File: src/rtl/clk_enable_tracker_pkg.sv
// clk_enable_tracker_pkg: shared state encodings and widths for enable-related blocks.
// Ports: none (package only).
// Encodings are fixed so that future enable-related blocks decode the same values.
package clk_enable_tracker_pkg;

  localparam logic [1:0] SEARCH  = 2'd0;
  localparam logic [1:0] ACQUIRE = 2'd1;
  localparam logic [1:0] LOCKED  = 2'd2;

  // Good-period counter width; LOCK_COUNT is limited to 1..15.
  localparam int GOOD_W = 4;

endpackage

File: src/rtl/clk_enable_tracker_period.sv
// ce_period_meter: measures cycles since the last clk_en_in strobe and classifies it.
// Ports: clk_base/rst in; clk_en_in in; good_strobe/early_strobe/timeout out (combinational).
// The flags are combinational from mctr_q and clk_en_in; the caller registers the results.
module ce_period_meter #(
  parameter int DIVIDE = 2
) (
  input  logic clk_base,
  input  logic rst,
  input  logic clk_en_in,
  output logic good_strobe,
  output logic early_strobe,
  output logic timeout
);

  localparam int MW = $clog2(DIVIDE) + 1;
  localparam logic [MW-1:0] MCTR_LAST = MW'(DIVIDE - 1);

  logic [MW-1:0] mctr_q;
  logic [MW-1:0] mctr_d;

  // mctr may run past MCTR_LAST only while the tracker is in SEARCH, where it
  // is ignored, so a free-running wrap is harmless.
  always_comb begin
    mctr_d = clk_en_in ? '0 : mctr_q + MW'(1);
  end

  always_ff @(posedge clk_base or posedge rst) begin
    if (rst) mctr_q <= '0;
    else     mctr_q <= mctr_d;
  end

  // A strobe always wins over a timeout.
  assign good_strobe  = clk_en_in && (mctr_q == MCTR_LAST);
  assign early_strobe = clk_en_in && (mctr_q <  MCTR_LAST);
  assign timeout      = !clk_en_in && (mctr_q == MCTR_LAST);

endmodule

File: src/rtl/clk_enable_tracker.sv
// clk_enable_tracker: locks to an incoming clk_en strobe of period DIVIDE and regenerates it.
// Ports: clk_base, rst (async, active-high), clk_en_in -> clk_en_out, phase, locked, period_err[, err_count].
// All outputs registered, 1-cycle latency. Optional macro CLK_ENABLE_TRACKER_ERRCNT_EN adds err_count.
module clk_enable_tracker
  import clk_enable_tracker_pkg::*;
#(
  parameter int DIVIDE     = 2,
  parameter int LOCK_COUNT = 4
`ifdef CLK_ENABLE_TRACKER_ERRCNT_EN
  ,parameter int ERR_CNT_W = 16
`endif
) (
  input  logic                      clk_base,
  input  logic                      rst,
  input  logic                      clk_en_in,
  output logic                      clk_en_out,
  output logic [$clog2(DIVIDE)-1:0] phase,
  output logic                      locked,
  output logic                      period_err
`ifdef CLK_ENABLE_TRACKER_ERRCNT_EN
  ,output logic [ERR_CNT_W-1:0]     err_count
`endif
);

  localparam int PW = $clog2(DIVIDE);
  localparam logic [PW-1:0]     PHASE_LAST = PW'(DIVIDE - 1);
  localparam logic [GOOD_W-1:0] GOOD_LOCK  = GOOD_W'(LOCK_COUNT);

  logic good_strobe;
  logic early_strobe;
  logic timeout;

  ce_period_meter #(.DIVIDE(DIVIDE)) u_meter (
    .clk_base     (clk_base),
    .rst          (rst),
    .clk_en_in    (clk_en_in),
    .good_strobe  (good_strobe),
    .early_strobe (early_strobe),
    .timeout      (timeout)
  );

  logic [1:0]        state_q, state_d;
  logic [GOOD_W-1:0] good_q, good_d;
  logic [PW-1:0]     phase_q, phase_d;
  logic              locked_q, locked_d;
  logic              clk_en_out_q, clk_en_out_d;
  logic              period_err_q, period_err_d;

  always_comb begin
    state_d      = state_q;
    good_d       = good_q;
    period_err_d = 1'b0;
    case (state_q)
      SEARCH: begin
        // Period is unknown here, so nothing can be an error.
        if (clk_en_in) begin
          state_d = ACQUIRE;
          good_d  = '0;
        end
      end
      ACQUIRE: begin
        if (good_strobe) begin
          good_d = good_q + GOOD_W'(1);
          if (good_q + GOOD_W'(1) == GOOD_LOCK) state_d = LOCKED;
        end else if (early_strobe) begin
          period_err_d = 1'b1;
          good_d       = '0;
        end else if (timeout) begin
          period_err_d = 1'b1;
          good_d       = '0;
          state_d      = SEARCH;
        end
      end
      LOCKED: begin
        // An early strobe still restarts the measurement in the meter, so
        // ACQUIRE begins counting from that strobe.
        if (early_strobe) begin
          period_err_d = 1'b1;
          good_d       = '0;
          state_d      = ACQUIRE;
        end else if (timeout) begin
          period_err_d = 1'b1;
          good_d       = '0;
          state_d      = SEARCH;
        end
      end
      default: begin
        state_d = SEARCH;
        good_d  = '0;
      end
    endcase

    // Outputs are computed from the next state so that they appear one cycle
    // after the strobe that caused the transition.
    locked_d     = (state_d == LOCKED);
    clk_en_out_d = clk_en_in && (state_d == LOCKED);
    if (state_d != LOCKED || clk_en_in) phase_d = '0;
    else if (phase_q == PHASE_LAST)     phase_d = '0;
    else                                phase_d = phase_q + PW'(1);
  end

  always_ff @(posedge clk_base or posedge rst) begin
    if (rst) begin
      state_q      <= SEARCH;
      good_q       <= '0;
      phase_q      <= '0;
      locked_q     <= 1'b0;
      clk_en_out_q <= 1'b0;
      period_err_q <= 1'b0;
    end else begin
      state_q      <= state_d;
      good_q       <= good_d;
      phase_q      <= phase_d;
      locked_q     <= locked_d;
      clk_en_out_q <= clk_en_out_d;
      period_err_q <= period_err_d;
    end
  end

  assign clk_en_out = clk_en_out_q;
  assign phase      = phase_q;
  assign locked     = locked_q;
  assign period_err = period_err_q;

`ifdef CLK_ENABLE_TRACKER_ERRCNT_EN
  logic [ERR_CNT_W-1:0] err_count_q, err_count_d;

  // Saturating: once all-ones it holds until reset.
  always_comb begin
    err_count_d = err_count_q;
    if (period_err_d && (err_count_q != {ERR_CNT_W{1'b1}}))
      err_count_d = err_count_q + ERR_CNT_W'(1);
  end

  always_ff @(posedge clk_base or posedge rst) begin
    if (rst) err_count_q <= '0;
    else     err_count_q <= err_count_d;
  end

  assign err_count = err_count_q;
`else
  // Error counter not built; period_err is the only error indication.
`endif

endmodule

File: config.mk
export PLATFORM = sky130hd
export DESIGN_NAME = clk_enable_tracker
export DESIGN_NICKNAME = d
export VERILOG_FILES = /design/src/rtl/clk_enable_tracker_pkg.sv /design/src/rtl/clk_enable_tracker_period.sv /design/src/rtl/clk_enable_tracker.sv
export SDC_FILE = /design/constraint.sdc
export NUM_CORES = 1
export LEC_CHECK = 0
export CORE_MARGIN = 1.5
export CORE_UTILIZATION = 45
export DETAILED_ROUTE_END_ITERATION = 8
export DONT_BUFFER_PORTS = 1
export SYNTH_ARGS = -nofsm -noshare
export SYNTH_HDL_FRONTEND = slang
export SYNTH_SLANG_ARGS = --single-unit
File: constraint.sdc
create_clock -name clk_base -period 2 [get_ports clk_base]
set_clock_uncertainty 0.05 [all_clocks]
set_input_delay 0.4 -clock clk_base [delete_from_list [all_inputs] [get_ports clk_base]]
set_output_delay 0.4 -clock clk_base [all_outputs]
set_load 0.005 [all_outputs]
==> reports/qor.yml <==
worst_setup_path:
  start_kind: "flop"
  required_ps: 2160
  worst_setup_path_end_kind: "flop"
  path_max_fanout: 5
  r2r_end: "state_q[0]"
  r2r_cells: 6
  reg2reg_slack_ps: 290
  r2r_start: "state_q[1]"
  critPathKind: "flop to flop"
  worstPathArrival_ps: 1870
  startpoint: "state_q[1]"
logic_synthesis:
  syn-instance-count: 74
  ys.flop_type: "dfrtp_1"
  ys_types: 27
  synth_seq_cells: 12
  synth.area.top_cells: "dfrtp_1 42%, ha_1 12%, a21oi_1 4.2%"
  synthArstFlopShare: 1.000
  synth_edf_count: 0
  syn_nets: 84
  yosysSeqAreaShare: 0.4152
  syn_area_um2: 723.2
  synth_top_area_share: 0.4152
  ys.warnings.count: 0
  yosys.area.top_type: "dfrtp_1"
  avgSynthCellArea_um2: 9.773
place:
  placedInstanceArea_um2: 732.0
  pre_cts_ws_ps: 317.2
  port_buffers: 0
  hpwlAfterDp_um: 900.8
  placedCellCount: 89
  gp_congestion: 0.7960
sta:
  relSlewSlack: 0.6760
  final_hold_viol_count: 0
  post-route-period-util: 0.8539
  fmax_ghz: 0.5856
  setup_ws_ps: 292.2
  rsz0062_at_grt: "no"
  fin_crit_ps: 1708
  tightest_slew_ps: 480.8
  setup_viol_count_final: 0
  drv_slew: 0
  fin_setup_tns_ps: 0
global_routing:
  grt_max_degree: 13
  track_usage: 0.1553
  overflow: 0
  grt_pass1_wl_mm: 2.097
  grt_pass1_vias: 492
  antenna_found_initial: 0
floorplan:
  initial_core_util: 0.4801
  die_w_um: 43.09
  die-height_um: 43.09
  dieArea_um2: 1857
  rows: 14
  core_area_um2: 1506
  io_pins: 7
layout:
  area_growth_pct: 7.612
  antenna_cells: 0
  fillers: 148
  drive_above_1_share: 0.1154
  stdcell_count: 94
  nNetsFinal: 89
  fin_area_um2: 778.2
clocking:
  path_clk_slew_ps: 80
  cts-root-buf: "clkbuf_4"
  post_cts_resized: 0
  clock_latency_ps: 270
  cts_buffer_depth: 2
  numCtsBuffers: 3
  h-tree-depth: 1
  cts.sinks: 12
  cts_tree: "yes"
pwr:
  comb_power_share: 0.333
  p_sw_frac: 0.3368
  switching_power_w: 0.0002458
  power.sequential.fraction: 0.410
  clockPowerShare: 0.257
  ir_drop_mv: 0.5900
  p_int_w: 0.0004840
  powerDensity_nw_per_um2: 937.7
  power.leakage_nw: 0.3821
routing:
  dr.pass1.iters: 4
  drt-initial-drc-count: 7
  postRouteAntennaNets: 0
  wl_mm: 1.184
  wl_per_cell_um: 12.60
  vias: 512
  route.detailed.drc: 0
  vias_per_cell: 5.447
status:
  status: "finished, final reports clean"
run:
  cap_violations: 0
min_path:
  holdPathStages: 1
  hp-start: "clk_en_in"
  hold_path_class: "primary input to flop"
  min_to: "u_meter.mctr_q[0]"
per-layer routing:
layer  GRT usage  up-vias  part of all wire
li1            -      259                 -
met1      0.1837      235              0.44
met2      0.2478       16              0.48
met3     0.08085        2             0.068
met4     0.03636        0             0.011
met5           0        -                 0
worst max path at each step:
stage                      end
floorplan           state_q[0]
global placement    state_q[0]
detailed placement  state_q[0]
CTS                 state_q[0]
global route         good_q[0]
finish              state_q[0]
repair_timing:
action | 4_1_cts | 5_1_grt
hold buffers | 1 | 0
hold endpoints to repair | 12 | 0
setup buffers | 0 | 0
logic make-up after synthesis:
logic type | synth area share
AOI/OAI and AO/OA | 0.1903
adders and majority gates | 0.1211
buffers and inverters | 0.05191
DFF | 0.4152
muxes | 0.01384
and+or+nand+nor | 0.2076
synthesized netlist by cell type (2+ instances only):
| cell | n |
|---|---|
| nor2b_1 | 2 |
| and2b_1 | 2 |
| dfrtp_1 | 12 |
| nand2_1 | 7 |
| nand2b_1 | 3 |
| inv_1 | 7 |
| nor2_1 | 6 |
| a21oi_1 | 6 |
| o21ai_0 | 2 |
| nor3b_1 | 3 |
| nor3_1 | 2 |
| ha_1 | 7 |
worst max-delay path, stage by stage (launching register included):
cell      delay, ps
dfrtp_1         430
inv_1            90
ha_1            250
nand2_1          70
a311oi_1        410
o21bai_1        190
and2b_1         150
cell usage in the layout (no fill, tap or decap), types with 2 or more instances in the layout:
cell type / n
a21oi_1: 6
and2b_1: 2
clkbuf_4: 3
dfrtp_1: 12
ha_1: 7
inv_1: 7
nand2_1: 7
nand2b_1: 3
nor2_1: 6
nor2b_1: 2
nor3_1: 2
nor3b_1: 3
o21ai_0: 2
registers in the layout, summed over array words and instances, names as in the netlist:
register and flops:
state_q 2, clk_en_out 1, period_err 1, phase 1, good_q 4, u_meter.mctr_q 2, locked 1
cell type report:
class | count | area (um^2) | area share
Multi-Input combinational cell | 54 | 385.4 | 0.4952
Tap cell | 16 | 20.02 | 0.02572
Inverter | 7 | 26.28 | 0.03376
Timing Repair Buffer | 1 | 10.01 | 0.01286
Sequential cell | 12 | 300.3 | 0.3859
Clock buffer | 4 | 36.28 | 0.04662
power groups by stage:
stage	Combinational (W)	Sequential, W	Clock, W
after global routing	0.000282	0.000305	0.000207
after CTS	0.000242	0.000299	0.000194
after floorplan	0.000200	0.000297	0
final	0.000243	0.000299	0.000188
after global placement	0.000240	0.000303	0
after detailed placement	0.000239	0.000304	0
metrics by stage:
stage | hold slack [ps] | power (W) | utilization
final | 138.9 | 0.0007297 | 0.5166
after global routing | 128.9 | 0.0007934 | 0.5166
after CTS | 134.4 | 0.0007352 | 0.5166
after detailed placement | 274.9 | 0.0005432 | 0.4859
after global placement | 280.5 | 0.0005424 | 0.4859
after floorplan | 214.7 | 0.0004976 | -
No activity file was read; power rests on OpenSTA's default activity.
